### src/rtl/mmio_pkg.sv
// mmio_pkg: shared constants and types for the memory-mapped I/O bank.
//   MMIO_BASE          default address window base
//   CH_*               channel index map of the Hack-style board
//   *_MASK_DEF         default channel-kind masks (bit i = channel i)
//   ch_kind_e/ch_kind  resolves a channel's kind from the three mask bits
package mmio_pkg;

  localparam logic [15:0] MMIO_BASE = 16'h0F00;

  localparam int CH_LED       = 0;
  localparam int CH_BUTTON    = 1;
  localparam int CH_UART_TX   = 2;
  localparam int CH_UART_RX   = 3;
  localparam int CH_SPI       = 4;
  localparam int CH_SRAM_ADDR = 5;
  localparam int CH_SRAM_DATA = 6;
  localparam int CH_GO        = 7;
  localparam int CH_LCD8      = 8;
  localparam int CH_LCD16     = 9;
  localparam int CH_RTP       = 10;
  localparam int CH_DEBUG0    = 11;
  localparam int CH_DEBUG1    = 12;
  localparam int CH_DEBUG2    = 13;
  localparam int CH_DEBUG3    = 14;
  localparam int CH_DEBUG4    = 15;

  localparam logic [15:0] OUT_MASK_DEF = 16'hFFF5;
  localparam logic [15:0] IN_MASK_DEF  = 16'h0002;
  localparam logic [15:0] EVT_MASK_DEF = 16'h0008;

  typedef enum logic [1:0] {
    KIND_NONE = 2'd0,
    KIND_OUT  = 2'd1,
    KIND_IN   = 2'd2,
    KIND_EVT  = 2'd3
  } ch_kind_e;

  // Overlapping masks resolve as EVT over IN over OUT.
  function automatic ch_kind_e ch_kind(input logic evt_bit, input logic in_bit,
                                       input logic out_bit);
    if (evt_bit)      return KIND_EVT;
    else if (in_bit)  return KIND_IN;
    else if (out_bit) return KIND_OUT;
    else              return KIND_NONE;
  endfunction

endpackage

### src/rtl/mmio_bank_if.sv
// mmio_bank_if: CPU-side bus of the I/O bank (addressM/writeM/outM/inM).
//   address  CPU data address
//   load     write strobe, qualified inside the bank by its own decode
//   in       CPU write data
//   out      read data, combinational, valid while hit is high
//   hit      address lies in the bank window; selects out in the read mux
// There is no handshake: a write is accepted on the rising edge where
// load && hit, and reads are zero-latency.
interface mmio_bank_if #(
  parameter int WIDTH = 16
);
  logic [15:0]      address;
  logic             load;
  logic [WIDTH-1:0] in;
  logic [WIDTH-1:0] out;
  logic             hit;

  modport master (output address, load, in, input out, hit);
  modport slave  (input address, load, in, output out, hit);
endinterface

### src/rtl/mmio_in_channel.sv
// mmio_in_channel: input path for one WIDTH-bit channel.
//   clk, reset  clock, asynchronous active-high reset
//   pins        asynchronous external input word
//   wr, wdata   write-1-to-clear request (EVT mode only)
//   rdata       stable word (IN mode) or sticky event bits (EVT mode)
//   pending     any sticky bit set (always 0 in IN mode)
// Two-flop synchroniser, then the stable stage. With MMIO_DEBOUNCE_EN
// defined, stable only follows a synced word that stayed unchanged for
// DEBOUNCE_CYCLES edges; otherwise stable is the synchroniser output.
module mmio_in_channel #(
  parameter int WIDTH           = 16,
  parameter bit IS_EVT          = 1'b0,
  parameter int DEBOUNCE_CYCLES = 16
) (
  input  logic             clk,
  input  logic             reset,
  input  logic [WIDTH-1:0] pins,
  input  logic             wr,
  input  logic [WIDTH-1:0] wdata,
  output logic [WIDTH-1:0] rdata,
  output logic             pending
);

  logic [WIDTH-1:0] sync1, sync2, stable;
  logic [WIDTH-1:0] prev, sticky, rise, clr;

  always_ff @(posedge clk or posedge reset) begin
    if (reset) begin
      sync1 <= '0;
      sync2 <= '0;
    end else begin
      sync1 <= pins;
      sync2 <= sync1;
    end
  end

`ifdef MMIO_DEBOUNCE_EN
  localparam int CW = $clog2(DEBOUNCE_CYCLES + 1);
  localparam logic [CW-1:0] CNT_MAX = CW'(DEBOUNCE_CYCLES);

  logic [WIDTH-1:0] cand;
  logic [CW-1:0]    cnt;

  // Any change restarts the window; the counter saturates at CNT_MAX.
  always_ff @(posedge clk or posedge reset) begin
    if (reset) begin
      cand   <= '0;
      cnt    <= '0;
      stable <= '0;
    end else begin
      if (sync2 != cand) begin
        cand <= sync2;
        cnt  <= '0;
      end else if (cnt != CNT_MAX) begin
        cnt <= cnt + 1'b1;
      end
      if (cnt == CNT_MAX) stable <= cand;
    end
  end
`else
  assign stable = sync2;
`endif

  assign rise = stable & ~prev;
  assign clr  = wr ? wdata : '0;

  // OR-ing rise after the clear makes a same-cycle set win over W1C.
  always_ff @(posedge clk or posedge reset) begin
    if (reset) begin
      prev   <= '0;
      sticky <= '0;
    end else begin
      prev   <= stable;
      sticky <= (sticky & ~clr) | rise;
    end
  end

  assign rdata   = IS_EVT ? sticky : stable;
  assign pending = IS_EVT ? (|sticky) : 1'b0;

endmodule

### src/rtl/mmio_bank.sv
// mmio_bank: parametrised memory-mapped I/O bank for the Hack-style CPU bus.
//   clk, reset  clock, asynchronous active-high reset
//   bus         mmio_bank_if.slave: address/load/in from the CPU, out/hit back
//   pins_in     external inputs, channel i at [i*WIDTH +: WIDTH]
//   pins_out    output-channel values, same packing (0 for other kinds)
//   irq         OR of all sticky event bits
// Each channel is an output register, a synchronised input or a sticky
// rising-edge event register with write-1-to-clear, chosen by the masks.
// Optional: MMIO_DEBOUNCE_EN adds a debounce stage to IN/EVT channels.
module mmio_bank
  import mmio_pkg::*;
#(
  parameter int                WIDTH           = 16,
  parameter int                NUM_CH          = 16,
  parameter logic [15:0]       BASE_ADDR       = MMIO_BASE,
  parameter logic [NUM_CH-1:0] OUT_MASK        = NUM_CH'(OUT_MASK_DEF),
  parameter logic [NUM_CH-1:0] IN_MASK         = NUM_CH'(IN_MASK_DEF),
  parameter logic [NUM_CH-1:0] EVT_MASK        = NUM_CH'(EVT_MASK_DEF),
  parameter int                DEBOUNCE_CYCLES = 16
) (
  input  logic                    clk,
  input  logic                    reset,
  mmio_bank_if.slave              bus,
  input  logic [NUM_CH*WIDTH-1:0] pins_in,
  output logic [NUM_CH*WIDTH-1:0] pins_out,
  output logic                    irq
);

  localparam int AB = $clog2(NUM_CH);

  logic              hit;
  logic [AB-1:0]     idx;
  logic [NUM_CH-1:0] wr_en;
  logic [NUM_CH-1:0] pend;
  logic [WIDTH-1:0]  ch_val [NUM_CH];

  assign hit = (bus.address[15:AB] == BASE_ADDR[15:AB]);
  assign idx = bus.address[AB-1:0];

  for (genvar i = 0; i < NUM_CH; i++) begin : g_ch
    localparam ch_kind_e KIND = ch_kind(EVT_MASK[i], IN_MASK[i], OUT_MASK[i]);

    assign wr_en[i] = bus.load && hit && (idx == AB'(i));

    if (KIND == KIND_OUT) begin : g_out
      logic [WIDTH-1:0] r;
      always_ff @(posedge clk or posedge reset) begin
        if (reset)         r <= '0;
        else if (wr_en[i]) r <= bus.in;
      end
      assign ch_val[i]                  = r;
      assign pins_out[i*WIDTH +: WIDTH] = r;
      assign pend[i]                    = 1'b0;
    end else if (KIND == KIND_IN || KIND == KIND_EVT) begin : g_in
      mmio_in_channel #(
        .WIDTH           (WIDTH),
        .IS_EVT          (KIND == KIND_EVT),
        .DEBOUNCE_CYCLES (DEBOUNCE_CYCLES)
      ) u_in (
        .clk     (clk),
        .reset   (reset),
        .pins    (pins_in[i*WIDTH +: WIDTH]),
        .wr      (wr_en[i]),
        .wdata   (bus.in),
        .rdata   (ch_val[i]),
        .pending (pend[i])
      );
      assign pins_out[i*WIDTH +: WIDTH] = '0;
    end else begin : g_none
      assign ch_val[i]                  = '0;
      assign pins_out[i*WIDTH +: WIDTH] = '0;
      assign pend[i]                    = 1'b0;
    end
  end

  assign bus.out = hit ? ch_val[idx] : '0;
  assign bus.hit = hit;
  assign irq     = |pend;

  // Pins of output/unassigned channels and their write enables are
  // legitimately unconnected for some mask settings.
  logic unused_bits;
  assign unused_bits = ^{pins_in, wr_en};

endmodule

### src/flat_wrapper.sv
// flat-port wrapper written by rule: the top's interface ports become plain ports
module mmio_bank_flat import mmio_pkg::*;
#(
  parameter int                WIDTH           = 16,
  parameter int                NUM_CH          = 16,
  parameter logic [15:0]       BASE_ADDR       = MMIO_BASE,
  parameter logic [NUM_CH-1:0] OUT_MASK        = NUM_CH'(OUT_MASK_DEF),
  parameter logic [NUM_CH-1:0] IN_MASK         = NUM_CH'(IN_MASK_DEF),
  parameter logic [NUM_CH-1:0] EVT_MASK        = NUM_CH'(EVT_MASK_DEF),
  parameter int                DEBOUNCE_CYCLES = 16
)
  (clk, reset, pins_in, pins_out, irq, bus_address, bus_load, bus_in, bus_out, bus_hit);
  mmio_bank_if #(.WIDTH(WIDTH)) bus_i ();
  input  logic clk;
  input  logic reset;
  input  logic [NUM_CH*WIDTH-1:0] pins_in;
  output logic [NUM_CH*WIDTH-1:0] pins_out;
  output logic irq;
  input wire logic [$bits(bus_i.address)-1:0] bus_address;
  input wire logic [$bits(bus_i.load)-1:0] bus_load;
  input wire logic [$bits(bus_i.in)-1:0] bus_in;
  output wire logic [$bits(bus_i.out)-1:0] bus_out;
  output wire logic [$bits(bus_i.hit)-1:0] bus_hit;
  assign bus_i.address = bus_address;
  assign bus_i.load = bus_load;
  assign bus_i.in = bus_in;
  assign bus_out = bus_i.out;
  assign bus_hit = bus_i.hit;
  mmio_bank #(.WIDTH(WIDTH), .NUM_CH(NUM_CH), .BASE_ADDR(BASE_ADDR), .OUT_MASK(OUT_MASK), .IN_MASK(IN_MASK), .EVT_MASK(EVT_MASK), .DEBOUNCE_CYCLES(DEBOUNCE_CYCLES)) u_core (.clk(clk), .reset(reset), .bus(bus_i), .pins_in(pins_in), .pins_out(pins_out), .irq(irq));
endmodule
### config.mk
export PLATFORM = sky130hd
export DESIGN_NAME = mmio_bank_flat
export DESIGN_NICKNAME = d
export VERILOG_FILES = /design/src/rtl/mmio_pkg.sv /design/src/rtl/mmio_bank_if.sv /design/src/rtl/mmio_in_channel.sv /design/src/rtl/mmio_bank.sv /design/src/flat_wrapper.sv
export SDC_FILE = /design/constraint.sdc
export NUM_CORES = 1
export LEC_CHECK = 0
export CELL_PAD_IN_SITES_DETAIL_PLACEMENT = 2
export CELL_PAD_IN_SITES_GLOBAL_PLACEMENT = 2
export CORE_ASPECT_RATIO = 0.75
export CORE_UTILIZATION = 32
export CTS_BUF_LIST = sky130_fd_sc_hd__clkbuf_16
export DETAILED_ROUTE_END_ITERATION = 10
export PLACE_DENSITY_LB_ADDON = 0.1
export SKIP_CTS_REPAIR_TIMING = 1
export SLEW_MARGIN = 0
export SYNTH_ARGS = -nofsm -noshare
export SYNTH_HDL_FRONTEND = slang
export SYNTH_SLANG_ARGS = --single-unit
### constraint.sdc
create_clock -name clk -period 22 [get_ports clk]
set_input_delay 3.3 -clock clk [delete_from_list [all_inputs] [get_ports clk]]
set_output_delay 3.3 -clock clk [all_outputs]
set_load 0.02 [all_outputs]
### Yosys cells after proc, flatten, opt, wreduce, memory -nomap -nowiden

Index checks and enable logic that the tools add are counted.

| storage, ports and cells | value |
|---|---|
| flip-flop bits (word level) | 320 |
| input bits | 291 |
| output and inout bits | 274 |
| logic and storage cells | 65 |

| operators by class | value |
|---|---|
| order comparisons | 1 |
| eq/ne operators | 15 |
| muxes and demuxes | 5 |
| bitwise logic cells | 6 |
| reductions and logical operators | 18 |

Operator list:

| kind | count |
|---|---|
| binary-select mux 16 bit (select 4 bit) | 1 |
| 2-to-1 mux 16 bit | 4 |
| bitwise AND 16 bit | 2 |
| == test 4 bit, second input constant | 8 |
| NOT 16 bit | 2 |
| == test 4 x 3 -> 1 bit, second input constant | 4 |
| logical AND 1 bit | 16 |
| bitwise OR 16 bit | 1 |
| OR reduction 16 bit | 1 |
| == test 12 x 8 -> 1 bit, second input constant | 1 |
| == test 4 x 2 -> 1 bit, second input constant | 2 |
| greater-or-equal comparator 5 bit, second input constant | 1 |
| NOT 4 -> 5 bit | 1 |
| zero test 4 bit | 1 |

### Longest topological paths before layout

| depth | value |
|---|---|
| depth in word-level cells | 7 |
| mapped depth | 7 |
| gate-level depth less buffers | 5 |

### Cells and area by module

From an unflattened synthesis, not the netlist that was laid out.

| unflattened totals | value |
|---|---|
| cells, all modules | 1,068 |
| area total of the unflattened synthesis | 15,412.3 um^2 |

Modules (own cells, without submodules):

| module | times used | cells each | area each (um^2) | seq. area each (um^2) |
|---|---|---|---|---|
| mmio_bank | 1 | 913 | 12,668.4 | 5,605.4 |
| mmio_in_channel at u_core.g_ch[3].g_in.u_in | 1 | 120 | 1,928.1 | 1,601.5 |
| mmio_in_channel at u_core.g_ch[1].g_in.u_in | 1 | 35 | 815.8 | 800.8 |

### Worst setup path before layout

No wires, ideal clock.

| path | value |
|---|---|
| kind | input to output |
| start point | in bus_address[5] |
| end point | out bus_out[10] |
| arrival | 4,993 ps |
| data required time | 18,700 ps |
| slack | 13,707 ps |
| stages | 6 |
| path buffers | 1 |
| path through | nor4_1 -> nand3_1 -> inv_1 -> nand2_1 -> clkbuf_1 -> o2bb2ai_1 |

| on the way | value |
|---|---|
| word-level cells in the longest chain between the ends | 2 |

Ends and longest elaborated chain:

| what | line | text |
|---|---|---|
| start: declaration | flat_wrapper.sv:19 | `input wire logic [$bits(bus_i.address)-1:0] bus_address;` |
| == test 12 x 8 -> 1 bit | mmio_bank.sv:37 | `assign hit = (bus.address[15:AB] == BASE_ADDR[15:AB]);` |
| named net bus_hit | flat_wrapper.sv:23 | `output wire logic [$bits(bus_i.hit)-1:0] bus_hit;` |
| 2-to-1 mux 16 bit | mmio_bank.sv:76 | `assign bus.out = hit ? ch_val[idx] : '0;` |
| end: declaration | flat_wrapper.sv:22 | `output wire logic [$bits(bus_i.out)-1:0] bus_out;` |

The timed path passes the listed nets, and every way through them passes these cells.

### Worst setup path after layout

| path | value |
|---|---|
| start point | in bus_address[13] |
| end point | out bus_out[7] |

| on the way | value |
|---|---|
| word-level cells in the longest chain between the ends | 2 |

Ends and longest elaborated chain:

| what | line |
|---|---|
| == test 12 x 8 -> 1 bit | mmio_bank.sv:37 |
| 2-to-1 mux 16 bit | mmio_bank.sv:76 |

Every way passes these cells.

==> impl_metrics.ini <==
[synthesis]
yosysSeqAreaShare = 0.5165
ys_ff_latch = 320
yosysUniqueCellTypes = 38
ys_warn_count = 0
synthArstFlopShare = 1.000
avgSynthCellArea_sq_um = 14.39
synth_area_sq_um = 15500
synth_edf_count = 0
ys.flop_type = dfrtp_1
synthCells = 1077

[layout]
fin_nets = 1444
layout_commonest_cell = dfrtp_1
drive_gt1_frac = 0.3209
design_area_sq_um = 18520
syn_to_final_growth_pct = 19.48
layout_common_cells = dfrtp_1, clkdlybuf4s50_1, mux2_2, mux4_2, clkbuf_16

[routing]
drt-total-wl_mm = 49.61
antenna_left = 0
drt_iter0_markers = 381
dr.pass1.iters = 4
remaining_drc_errors = 0
wire_per_inst_um = 27.20
dr_total_vias = 8688
post_drt_via_cell_ratio = 4.763

[place]
io_buffer_count = 308
dp_hpwl_mm = 33.44
placement.cell_area_sq_um = 17320
place_congestion = 0.7591

[clock_tree]
clk_latency_ns = 0.54
cts_tree = built
cts.sinks = 320
cts_max_path_buffers = 3
cts_inserted_buffers = 36
cts_root_buf = clkbuf_16
cts_htree_levels = 2
path_clk_slew_ns = 0.06

[die]
fp.coreArea_sq_um = 47570
io_pins = 565
die_width_um = 256.2
row_count = 69
start_util = 0.3259
die_h_um = 192.6
dieArea_sq_um = 49340

[grt]
grt_max_degree = 117
grt_pass1_wl_mm = 71.01
antenna_found_initial = 1
track_usage = 0.2015
grt-ovfl-total = 0
grt_pass1_vias = 9517

[setup_path]
reg2regPathDepth = 1
worstPathArrival_ns = 6.50
criticalPathCategory = in -> out
end_kind = output pin
worst_ep_required_time_ns = 18.70
cp-start-kind = primary input
crit_path_max_fanout = 15
ff2ff_setup_slack_ns = 21.15
timing.rr.start = u_core.g_ch[11].g_out.r[13]
r2r_end = u_core.g_ch[11].g_out.r[13]

[timing]
maxSlewHeadroom = 0.1984
fin_skew_ns = 0.01519
rsz0062_at_grt = no
setup-tns-final_ns = 0
timing.fmax_mhz = 102.0
hold_violations = 0
layout_worst_path_cycle_share = 0.4455
fin_crit_ns = 9.800
worst_pin_slew_ns = 1.198
setup_violations = 0
slew_viol_final = 0

[pwr]
p_leak_nw = 8.384
p_int_mw = 0.9764
switchingPower_mw = 0.3022
power_frac_comb = 0.050
power.density_nw_per_um2 = 69.03
p_clk_frac = 0.482
p_sw_frac = 0.2364
ir_drop_uv = 39.04
power_frac_seq = 0.468

[worst_hold_path]
worstHoldPathCells = 0
min_path_type = reg -> reg
hold_path_end = u_core.g_ch[3].g_in.u_in.stable[4]
hp-start = u_core.g_ch[3].g_in.u_in.sync1[4]

[flow_run]
maxCapViolations = 0

[outcome]
status = finished clean
==> logic make-up (layout without fill, tap and decap cells) <==
| family | Yosys count | count (layout) | synth area share |
|---|---|---|---|
| AO/OA/AOI/OAI | 35 | 35 | 0.01937 |
| buffers and inverters | 339 | 412 | 0.1549 |
| flip-flops | 320 | 320 | 0.5165 |
| multiplexers | 321 | 321 | 0.2823 |
| other | 1 | 36 | 0.0002419 |
| AND/OR/NAND/NOR | 61 | 61 | 0.02663 |
==> area by class of cell <==
class | count | area, sq um
Clock inverter | 30 | 290.3
Fill cell | 4665 | 29050
Clock buffer | 36 | 900.9
Inverter | 18 | 75.07
Antenna cell | 4 | 10.01
Sequential cell | 320 | 8008
Tap cell | 639 | 799.5
Multi-Input combinational cell | 449 | 5215
Timing Repair Buffer | 328 | 3223
==> flip-flops by register name, indices dropped and copies added (netlist names) <==
signal                        cells
u_core.g_ch.g_out.r             224
u_core.g_ch.g_in.u_in.rdata      32
u_core.g_ch.g_in.u_in.sync1      32
u_core.g_ch.g_in.u_in.prev       16
u_core.g_ch.g_in.u_in.stable     16
==> layer usage <==
metal	GRT usage	up-vias	wire length, um
met5	0	-	0
met4	0.04169	0	789
met3	0.07591	49	4450
met2	0.2803	265	20320
met1	0.2942	4687	24050
li1	-	3687	-
==> Yosys cell counts (all sizes together) (2+ instances only) <==
cell	count	area, sq um
a22o	16	140.1
a22oi	2	15.01
buf	299	2251
clkbuf	22	82.58
dfrtp	320	8008
inv	18	67.56
mux2	239	2793
mux2i	21	210.2
mux4	61	1374
nand2b	6	37.54
nand3	19	95.09
nand3b	2	15.01
nand4	7	73.82
nor2	7	36.28
nor2b	4	25.02
nor3b	2	15.01
nor4	5	31.28
o2bb2ai	15	131.4
==> metrics by stage <==
| step | utilization | instances | hold slack (ns) | power [mW] | setup slack (ns) |
|---|---|---|---|---|---|
| final | 0.3894 | 1824 | 0.3475 | 1.279 | 12.20 |
| after global routing | 0.3891 | 1820 | 0.3499 | 1.327 | 11.97 |
| after CTS | 0.3891 | 1820 | 0.3452 | 1.301 | 12.16 |
| after detailed placement | 0.3641 | 1754 | 0.3355 | 0.6751 | 12.19 |
| after global placement | 0.3641 | 1754 | 0.3333 | 0.6747 | 12.28 |
| after floorplan | - | 1108 | 0.3312 | 0.6484 | 9.844 |
==> power by group through the flow <==
stage	Sequential (mW)	Combinational [mW]	Clock [mW]
2_1_floorplan	0.609	0.0396	0
3_3_place_gp	0.609	0.0655	0
3_5_place_dp	0.609	0.0657	0
4_1_cts	0.599	0.0660	0.636
5_1_grt	0.599	0.0702	0.657
6_report	0.599	0.0642	0.616
==> worst max-delay path, cell delays in order <==
cell	delay, ns
clkdlybuf4s50_1	0.43
nor4b_1	0.60
nand3_1	0.26
nor2_1	0.96
o2bb2ai_1	0.20
clkdlybuf4s50_1	0.74
==> worst max-delay path by stage <==
| stage | start | to | cells after the start |
|---|---|---|---|
| 5_1_grt | bus_address[13] | bus_out[7] | 6 |
| 4_1_cts | bus_address[13] | bus_out[1] | 6 |
| 3_3_place_gp | bus_address[1] | bus_out[3] | 6 |
| 3_5_place_dp | bus_address[13] | bus_out[1] | 6 |
| 2_1_floorplan | reset | u_core.g_ch[0].g_out.r[0] | 1 |
| 6_report | bus_address[13] | bus_out[7] | 6 |
(Power assumes the default switching activity.)
